File: config.mk
export PLATFORM = sky130hd
export DESIGN_NAME = iopage_bus
export DESIGN_NICKNAME = d
export VERILOG_FILES = /design/src/rtl/iopage_bus_pkg.sv /design/src/rtl/iopage_prio_enc.sv /design/src/rtl/iopage_bus.sv
export SDC_FILE = /design/constraint.sdc
export NUM_CORES = 1
export LEC_CHECK = 0
export BUFFER_PORTS_ARGS = -buffer_cell sky130_fd_sc_hd__buf_2
export CORE_MARGIN = 2
export CORE_UTILIZATION = 48
export DETAILED_ROUTE_END_ITERATION = 10
export PLACE_DENSITY = 0.83
export SYNTH_ARGS = -nofsm -noshare
export SYNTH_HDL_FRONTEND = slang
export SYNTH_HIERARCHICAL = 1
export SYNTH_SLANG_ARGS = --single-unit
File: constraint.sdc
create_clock -name clk -period 16 [get_ports clk]
set_input_delay 1.6 -clock clk [delete_from_list [all_inputs] [get_ports clk]]
set_output_delay 1.6 -clock clk [all_outputs]
set_load 0.03 [all_outputs]
File: src/rtl/iopage_bus_pkg.sv
// Shared definitions for the I/O page bus block: default parameter values,
// the lowest valid device interrupt priority, the slot-index and
// timeout-counter widths, and the interrupt arbiter state encoding.
package iopage_bus_pkg;

    localparam int          DEF_NDEV    = 8;
    localparam int          DEF_TIMEOUT = 4;
    localparam logic [15:0] DEF_DATA    = 16'h0000;

    // Devices request at levels 4..7; lower levels belong to the CPU itself.
    localparam int          IPL_MIN     = 4;

    // Wide enough for up to 16 slots and a TIMEOUT of up to 15.
    localparam int          IDX_W       = 4;
    localparam int          CNT_W       = 4;

    typedef enum logic [1:0] {
        ST_IDLE    = 2'd0,
        ST_PRESENT = 2'd1,
        ST_RELEASE = 2'd2
    } arb_state_e;

endpackage

File: src/rtl/iopage_prio_enc.sv
// Combinational interrupt priority encoder.
// Ports:
//   req_i   - qualified request per slot (already filtered against cpu_pri)
//   ipl_i   - 3-bit request level per slot, slot i at [3i+2:3i]
//   found_o - at least one qualified request exists
//   idx_o   - winning slot: highest level, lowest index on a tie
//   ipl_o   - level of the winning slot
module iopage_prio_enc
    import iopage_bus_pkg::*;
#(
    parameter int NDEV = DEF_NDEV
) (
    input  logic [NDEV-1:0]   req_i,
    input  logic [3*NDEV-1:0] ipl_i,
    output logic              found_o,
    output logic [IDX_W-1:0]  idx_o,
    output logic [2:0]        ipl_o
);

    // Ascending scan with a strict greater-than keeps the lowest index
    // among slots that share the top level.
    always_comb begin
        found_o = 1'b0;
        idx_o   = '0;
        ipl_o   = '0;
        for (int i = 0; i < NDEV; i++) begin
            if (req_i[i] && (!found_o || (ipl_i[3*i +: 3] > ipl_o))) begin
                found_o = 1'b1;
                idx_o   = IDX_W'(i);
                ipl_o   = ipl_i[3*i +: 3];
            end
        end
    end

endmodule

File: src/rtl/iopage_bus.sv
// I/O page bus glue: read-data mux, undecoded-access timeout, multiple
// decode error flag, and a non-preemptive interrupt arbiter that presents
// one device request at a time to the CPU.
// Ports:
//   clk, reset                - clock, synchronous active-high reset
//   iopage_rd/iopage_wr       - CPU I/O page strobes
//   dev_decode, dev_data_out  - per-slot address decode and read data
//   dev_interrupt, dev_ipl,
//   dev_vector                - per-slot interrupt request, level, vector
//   dev_interrupt_ack         - one-cycle grant pulse to the served slot
//   cpu_pri, ack_ipl          - CPU priority and one-hot acknowledge
//   data_out                  - combinational muxed read data
//   no_decode, decode_err     - timeout pulse and sticky multi-decode flag
//   interrupt, interrupt_ipl,
//   vector                    - presented request to the CPU
module iopage_bus
    import iopage_bus_pkg::*;
#(
    parameter int          NDEV         = DEF_NDEV,
    parameter int          TIMEOUT      = DEF_TIMEOUT,
    parameter logic [15:0] DEFAULT_DATA = DEF_DATA
) (
    input  logic               clk,
    input  logic               reset,
    input  logic               iopage_rd,
    input  logic               iopage_wr,
    input  logic [NDEV-1:0]    dev_decode,
    input  logic [16*NDEV-1:0] dev_data_out,
    input  logic [NDEV-1:0]    dev_interrupt,
    input  logic [3*NDEV-1:0]  dev_ipl,
    input  logic [8*NDEV-1:0]  dev_vector,
    output logic [NDEV-1:0]    dev_interrupt_ack,
    input  logic [2:0]         cpu_pri,
    input  logic [7:0]         ack_ipl,
    output logic [15:0]        data_out,
    output logic               no_decode,
    output logic               decode_err,
    output logic               interrupt,
    output logic [7:0]         interrupt_ipl,
    output logic [7:0]         vector
);

    logic             strobe;
    logic [CNT_W-1:0] cnt_q, cnt_d;
    logic             no_decode_q, no_decode_d;
    logic             decode_err_q, decode_err_d;

    arb_state_e       state_q, state_d;
    logic [IDX_W-1:0] win_idx_q, win_idx_d;
    logic [2:0]       win_ipl_q, win_ipl_d;
    logic [7:0]       win_vec_q, win_vec_d;
    logic             int_q, int_d;
    logic [7:0]       ipl_oh_q, ipl_oh_d;
    logic [7:0]       vec_q, vec_d;
    logic [NDEV-1:0]  ack_q, ack_d;

    logic [NDEV-1:0]  qual_req;
    logic             enc_found;
    logic [IDX_W-1:0] enc_idx;
    logic [2:0]       enc_ipl;
    logic [7:0]       enc_vec;
    logic             win_active;

    assign strobe = iopage_rd | iopage_wr;

    // Descending scan so the lowest-index decoding slot is written last.
    always_comb begin
        data_out = DEFAULT_DATA;
        for (int i = NDEV - 1; i >= 0; i--) begin
            if (dev_decode[i]) begin
                data_out = dev_data_out[16*i +: 16];
            end
        end
    end

    // The counter parks at TIMEOUT once past TIMEOUT-1, so a long strobe
    // gives a single no_decode pulse until it is released.
    always_comb begin
        cnt_d = '0;
        if (strobe && (dev_decode == '0)) begin
            cnt_d = (cnt_q == CNT_W'(TIMEOUT)) ? cnt_q : cnt_q + 1'b1;
        end
        no_decode_d  = (cnt_q == CNT_W'(TIMEOUT - 1));
        decode_err_d = decode_err_q | (strobe && ($countones(dev_decode) > 1));
    end

    // Only slots above the current CPU priority may compete.
    always_comb begin
        for (int i = 0; i < NDEV; i++) begin
            qual_req[i] = dev_interrupt[i] && (dev_ipl[3*i +: 3] > cpu_pri);
        end
    end

    iopage_prio_enc #(
        .NDEV    (NDEV)
    ) u_prio_enc (
        .req_i   (qual_req),
        .ipl_i   (dev_ipl),
        .found_o (enc_found),
        .idx_o   (enc_idx),
        .ipl_o   (enc_ipl)
    );

    // Slot lookups by index, written as loops so that NDEV below 16 never
    // produces an out-of-range select.
    always_comb begin
        enc_vec    = '0;
        win_active = 1'b0;
        for (int i = 0; i < NDEV; i++) begin
            if (IDX_W'(i) == enc_idx) begin
                enc_vec = dev_vector[8*i +: 8];
            end
            if (IDX_W'(i) == win_idx_q) begin
                win_active = dev_interrupt[i];
            end
        end
    end

    // Arbiter next state. Presentation outputs default to idle values and
    // are only reasserted while a request is being presented; the ack check
    // comes before the withdraw check so an ack always wins.
    always_comb begin
        state_d   = state_q;
        win_idx_d = win_idx_q;
        win_ipl_d = win_ipl_q;
        win_vec_d = win_vec_q;
        int_d     = 1'b0;
        ipl_oh_d  = '0;
        vec_d     = '0;
        ack_d     = '0;
        case (state_q)
            ST_IDLE: begin
                if (enc_found) begin
                    state_d   = ST_PRESENT;
                    win_idx_d = enc_idx;
                    win_ipl_d = enc_ipl;
                    win_vec_d = enc_vec;
                    int_d     = 1'b1;
                    ipl_oh_d  = 8'b1 << enc_ipl;
                    vec_d     = enc_vec;
                end
            end
            ST_PRESENT: begin
                if (ack_ipl[win_ipl_q]) begin
                    state_d = ST_RELEASE;
                    for (int i = 0; i < NDEV; i++) begin
                        if (IDX_W'(i) == win_idx_q) begin
                            ack_d[i] = 1'b1;
                        end
                    end
                end else if (!win_active || (cpu_pri >= win_ipl_q)) begin
                    state_d = ST_IDLE;
                end else begin
                    int_d    = 1'b1;
                    ipl_oh_d = 8'b1 << win_ipl_q;
                    vec_d    = win_vec_q;
                end
            end
            ST_RELEASE: begin
                if (!win_active) begin
                    state_d = ST_IDLE;
                end
            end
            default: begin
                state_d = ST_IDLE;
            end
        endcase
    end

    always_ff @(posedge clk) begin
        if (reset) begin
            cnt_q        <= '0;
            no_decode_q  <= 1'b0;
            decode_err_q <= 1'b0;
            state_q      <= ST_IDLE;
            win_idx_q    <= '0;
            win_ipl_q    <= '0;
            win_vec_q    <= '0;
            int_q        <= 1'b0;
            ipl_oh_q     <= '0;
            vec_q        <= '0;
            ack_q        <= '0;
        end else begin
            cnt_q        <= cnt_d;
            no_decode_q  <= no_decode_d;
            decode_err_q <= decode_err_d;
            state_q      <= state_d;
            win_idx_q    <= win_idx_d;
            win_ipl_q    <= win_ipl_d;
            win_vec_q    <= win_vec_d;
            int_q        <= int_d;
            ipl_oh_q     <= ipl_oh_d;
            vec_q        <= vec_d;
            ack_q        <= ack_d;
        end
    end

    assign no_decode         = no_decode_q;
    assign decode_err        = decode_err_q;
    assign interrupt         = int_q;
    assign interrupt_ipl     = ipl_oh_q;
    assign vector            = vec_q;
    assign dev_interrupt_ack = ack_q;

endmodule

==> metrics <==
Worst Hold Depth=2; cts hold-fix bufs=0; Critical Path Start Type=input port; post-layout minimum cycle time=13310 ps; endpoints failing setup=0; largest area contributor in the netlist=sky130_fd_sc_hd__dfxtp_1; count of flip-flops with a built-in enable after synthesis=0; synthesis warning total=6; Worst Hold Slack=453 ps; Primary FF master, synth=sky130_fd_sc_hd__dfxtp_1; switching fraction of total power=0.452; routability congestion estimate=0.942; met2 demand-to-capacity share in global routing=0.472; unrepaired setup endpoints after global routing=no; power share of the clock group=0.180; pin count of the biggest net entering global routing=35; clock buffer count from CTS=5; dominant cells by area after synthesis=sky130_fd_sc_hd__dfxtp_1, sky130_fd_sc_hd__ha_1, sky130_fd_sc_hd__a21oi_1; power per cell area=93.3 nW/um^2; clock insertion delay at the later pin of the skew report=290 ps; critical path data arrival time=13460 ps; post-DR vias/cell=5.83; H-tree level count=2; overall via count from detail_route=6812; number of hold violations in the final report=0; worst reg2reg startpoint=win_ipl_q[1]; Worst EP required=16140 ps; cell area after synthesis=5820 sq um; Clock Sinks=48; relative area change from synthesis to final layout=26.9%; setup slack of the most critical reg-to-reg path=13710 ps; fin crit share=0.832; number of flip-flops and latches in the synthesized netlist=48; part of the total power dissipated in combinational logic=0.590; static leakage=3.58 nW; commonest cells in the synthesized netlist=sky130_fd_sc_hd__inv_1, sky130_fd_sc_hd__nand2_1, sky130_fd_sc_hd__a21oi_1, sky130_fd_sc_hd__ha_1, sky130_fd_sc_hd__dfxtp_1; met3 Track Usage GR=0.0296; transition time at the pin with the least slew margin=1180 ps; count of nets left with antenna violations after detail routing=0; share of the synthesized area in the top cell type=0.165; Crit. End Element=flip-flop; count leader, synth=sky130_fd_sc_hd__inv_1; drc violations=0; overall die width=114 um; clock tree root driver cell=sky130_fd_sc_hd__clkbuf_16; first-pass iteration count of the detailed router=4; VDD IR-drop max=0.0473 mV; net switching power=312 uW; instance count of the mapped netlist=776; antenna cells=0; maximum clock frequency=75.1 MHz; Core Rows=40; capturing point of the worst reg2reg path=vector[2]; die boundary height=114 um; net count of the mapped netlist=1081; count of buffers inserted at the top-level ports=289; drt initial violations=481; area of the die=13000 sq um; mean post-synth cell area=7.51 sq um; Post CTS Setup Buffer Count=0; wirelength, routed=19400 um; number of cell instances on the worst register-to-register path=6; CTS tree=built; GRT Max-Usage Layer=met2; GR Util All Layers=0.279; wire length of the first global-routing pass=29800 um; number of top-level design ports=290; GR met1 Demand/Resource=0.376; Crit-path slowest cell=sky130_fd_sc_hd__or4b_1; wire length per cell=16.6 um; number of nets in the finished design=1326; Min-Delay Path Class=flip-flop to flip-flop; number of different library cells in the post-synthesis netlist=78; number of antenna violations at the first check in global routing=0; portion of the post-synthesis area used by sequential elements=0.165; Final Skew=4.03 ps; worst slew slack as a fraction of its limit=0.209; initial cell density of the core=0.489; HP Start=decode_err; aggregate global routing overflow=0; result of the run=complete, no violations; via count of the first global-routing pass=6232; cell seen most often among critical-path stages=sky130_fd_sc_hd__ha_1; final number of max-transition violations=0; maximum clock insertion buffer count=2; start-to-end type of the worst setup path=input port to flip-flop; share of flip-flops with an asynchronous set or reset=0; DPL Wire Length=15900 um; setup tns final=0 ps; number of violations of the max-capacitance limit=0; share of post-route cells with drive strength above 1=0.332; destination of the worst hold path=decode_err; core area=11900 sq um; cell-internal power=378 uW; Seq pwr share=0.230; PostCTS Resize Cnt=0; clock slew at the register clock pins of the worst setup and hold paths=70 ps; critical path fanouts, max=29; critical path's largest stage delay=760 ps
[worst max-delay path, delay by kind of cell]
kind | cells | cell delay [ps]
AO/OA/AOI/OAI | 26 | 5970
AND/OR/NAND/NOR | 14 | 2800
adder cells (fa/ha/maj) | 8 | 2430
multiplexers | 1 | 400
buffers and inverters | 2 | 230
[final cells by class]
| cell class | count | area (sq um) |
|---|---|---|
| Sequential cell | 48 | 961 |
| Inverter | 87 | 327 |
| Multi-Input combinational cell | 588 | 4280 |
| Fill cell | 1087 | 4520 |
| Timing Repair Buffer | 291 | 1460 |
| Clock inverter | 2 | 38.8 |
| Tap cell | 147 | 184 |
| Clock buffer | 6 | 139 |
[state kept, by name, summed over array words and instances (netlist names), 2 cells and up]
signal / cells
win_vec_q: 8
state_q: 2
dev_interrupt_ack: 8
cnt_q: 4
win_ipl_q: 3
win_idx_q: 4
interrupt_ipl: 8
vector: 8
[stage by stage]
stage | worst slack [ps] | utilization | power [mW] | area [sq um] | cells
detailed placement | 2560 | 0.605 | 0.561 | 7210 | 1161
CTS | 2830 | 0.620 | 0.687 | 7390 | 1169
floorplan | 4410 | - | 0.465 | 5820 | 776
global route | 1670 | 0.620 | 0.738 | 7390 | 1169
global placement | 2930 | 0.605 | 0.553 | 7210 | 1161
finish | 2690 | 0.620 | 0.690 | 7390 | 1169
[power by group through the flow]
stage	Sequential [mW]	Clock, mW	Combinational [mW]
finish	0.158	0.124	0.407
global route	0.161	0.132	0.446
CTS	0.158	0.126	0.403
detailed placement	0.160	0	0.401
global placement	0.160	0	0.393
floorplan	0.167	0	0.298
[cell usage in the layout, fill, tap and decap left out, types with 18 or more instances in the layout]
cell	instances
sky130_fd_sc_hd__inv_1	85
sky130_fd_sc_hd__dfxtp_1	48
sky130_fd_sc_hd__nand2_1	70
sky130_fd_sc_hd__a31oi_1	19
sky130_fd_sc_hd__nor2_1	18
sky130_fd_sc_hd__mux2i_1	24
sky130_fd_sc_hd__o21ai_0	38
sky130_fd_sc_hd__buf_2	289
sky130_fd_sc_hd__nand3_1	25
sky130_fd_sc_hd__ha_1	54
sky130_fd_sc_hd__a21oi_1	66
sky130_fd_sc_hd__nand3b_1	21
[routing by layer]
layer / part of all wire / vias up
met3: 0.055 / 32
li1: - / 3346
met1: 0.44 / 3165
met2: 0.48 / 269
met5: 0 / -
met4: 0.020 / 0
[logic make-up (layout without fill, tap and decap cells)]
| kind of cell | after synthesis | count (layout) | share of synthesized area |
|---|---|---|---|
| other | 1 | 1 | 0.000644 |
| AOI/OAI and AO/OA | 268 | 268 | 0.318 |
| DFF | 48 | 48 | 0.165 |
| adders and majority gates | 58 | 58 | 0.130 |
| and+or+nand+nor | 227 | 227 | 0.221 |
| buffers and inverters | 140 | 386 | 0.101 |
| xor gates and xnor gates | 1 | 1 | 0.00150 |
| muxes | 33 | 33 | 0.0625 |
[worst max path at each step]
stage               startpoint   endpoint  depth (start not counted)
floorplan           cpu_pri[1]  vector[0]                         54
global placement    cpu_pri[1]  vector[4]                         51
detailed placement  cpu_pri[1]  vector[4]                         51
CTS                 cpu_pri[1]  vector[2]                         51
global route        cpu_pri[1]  vector[5]                         51
finish              cpu_pri[1]  vector[2]                         51
Power figures use the tool's default switching activity.
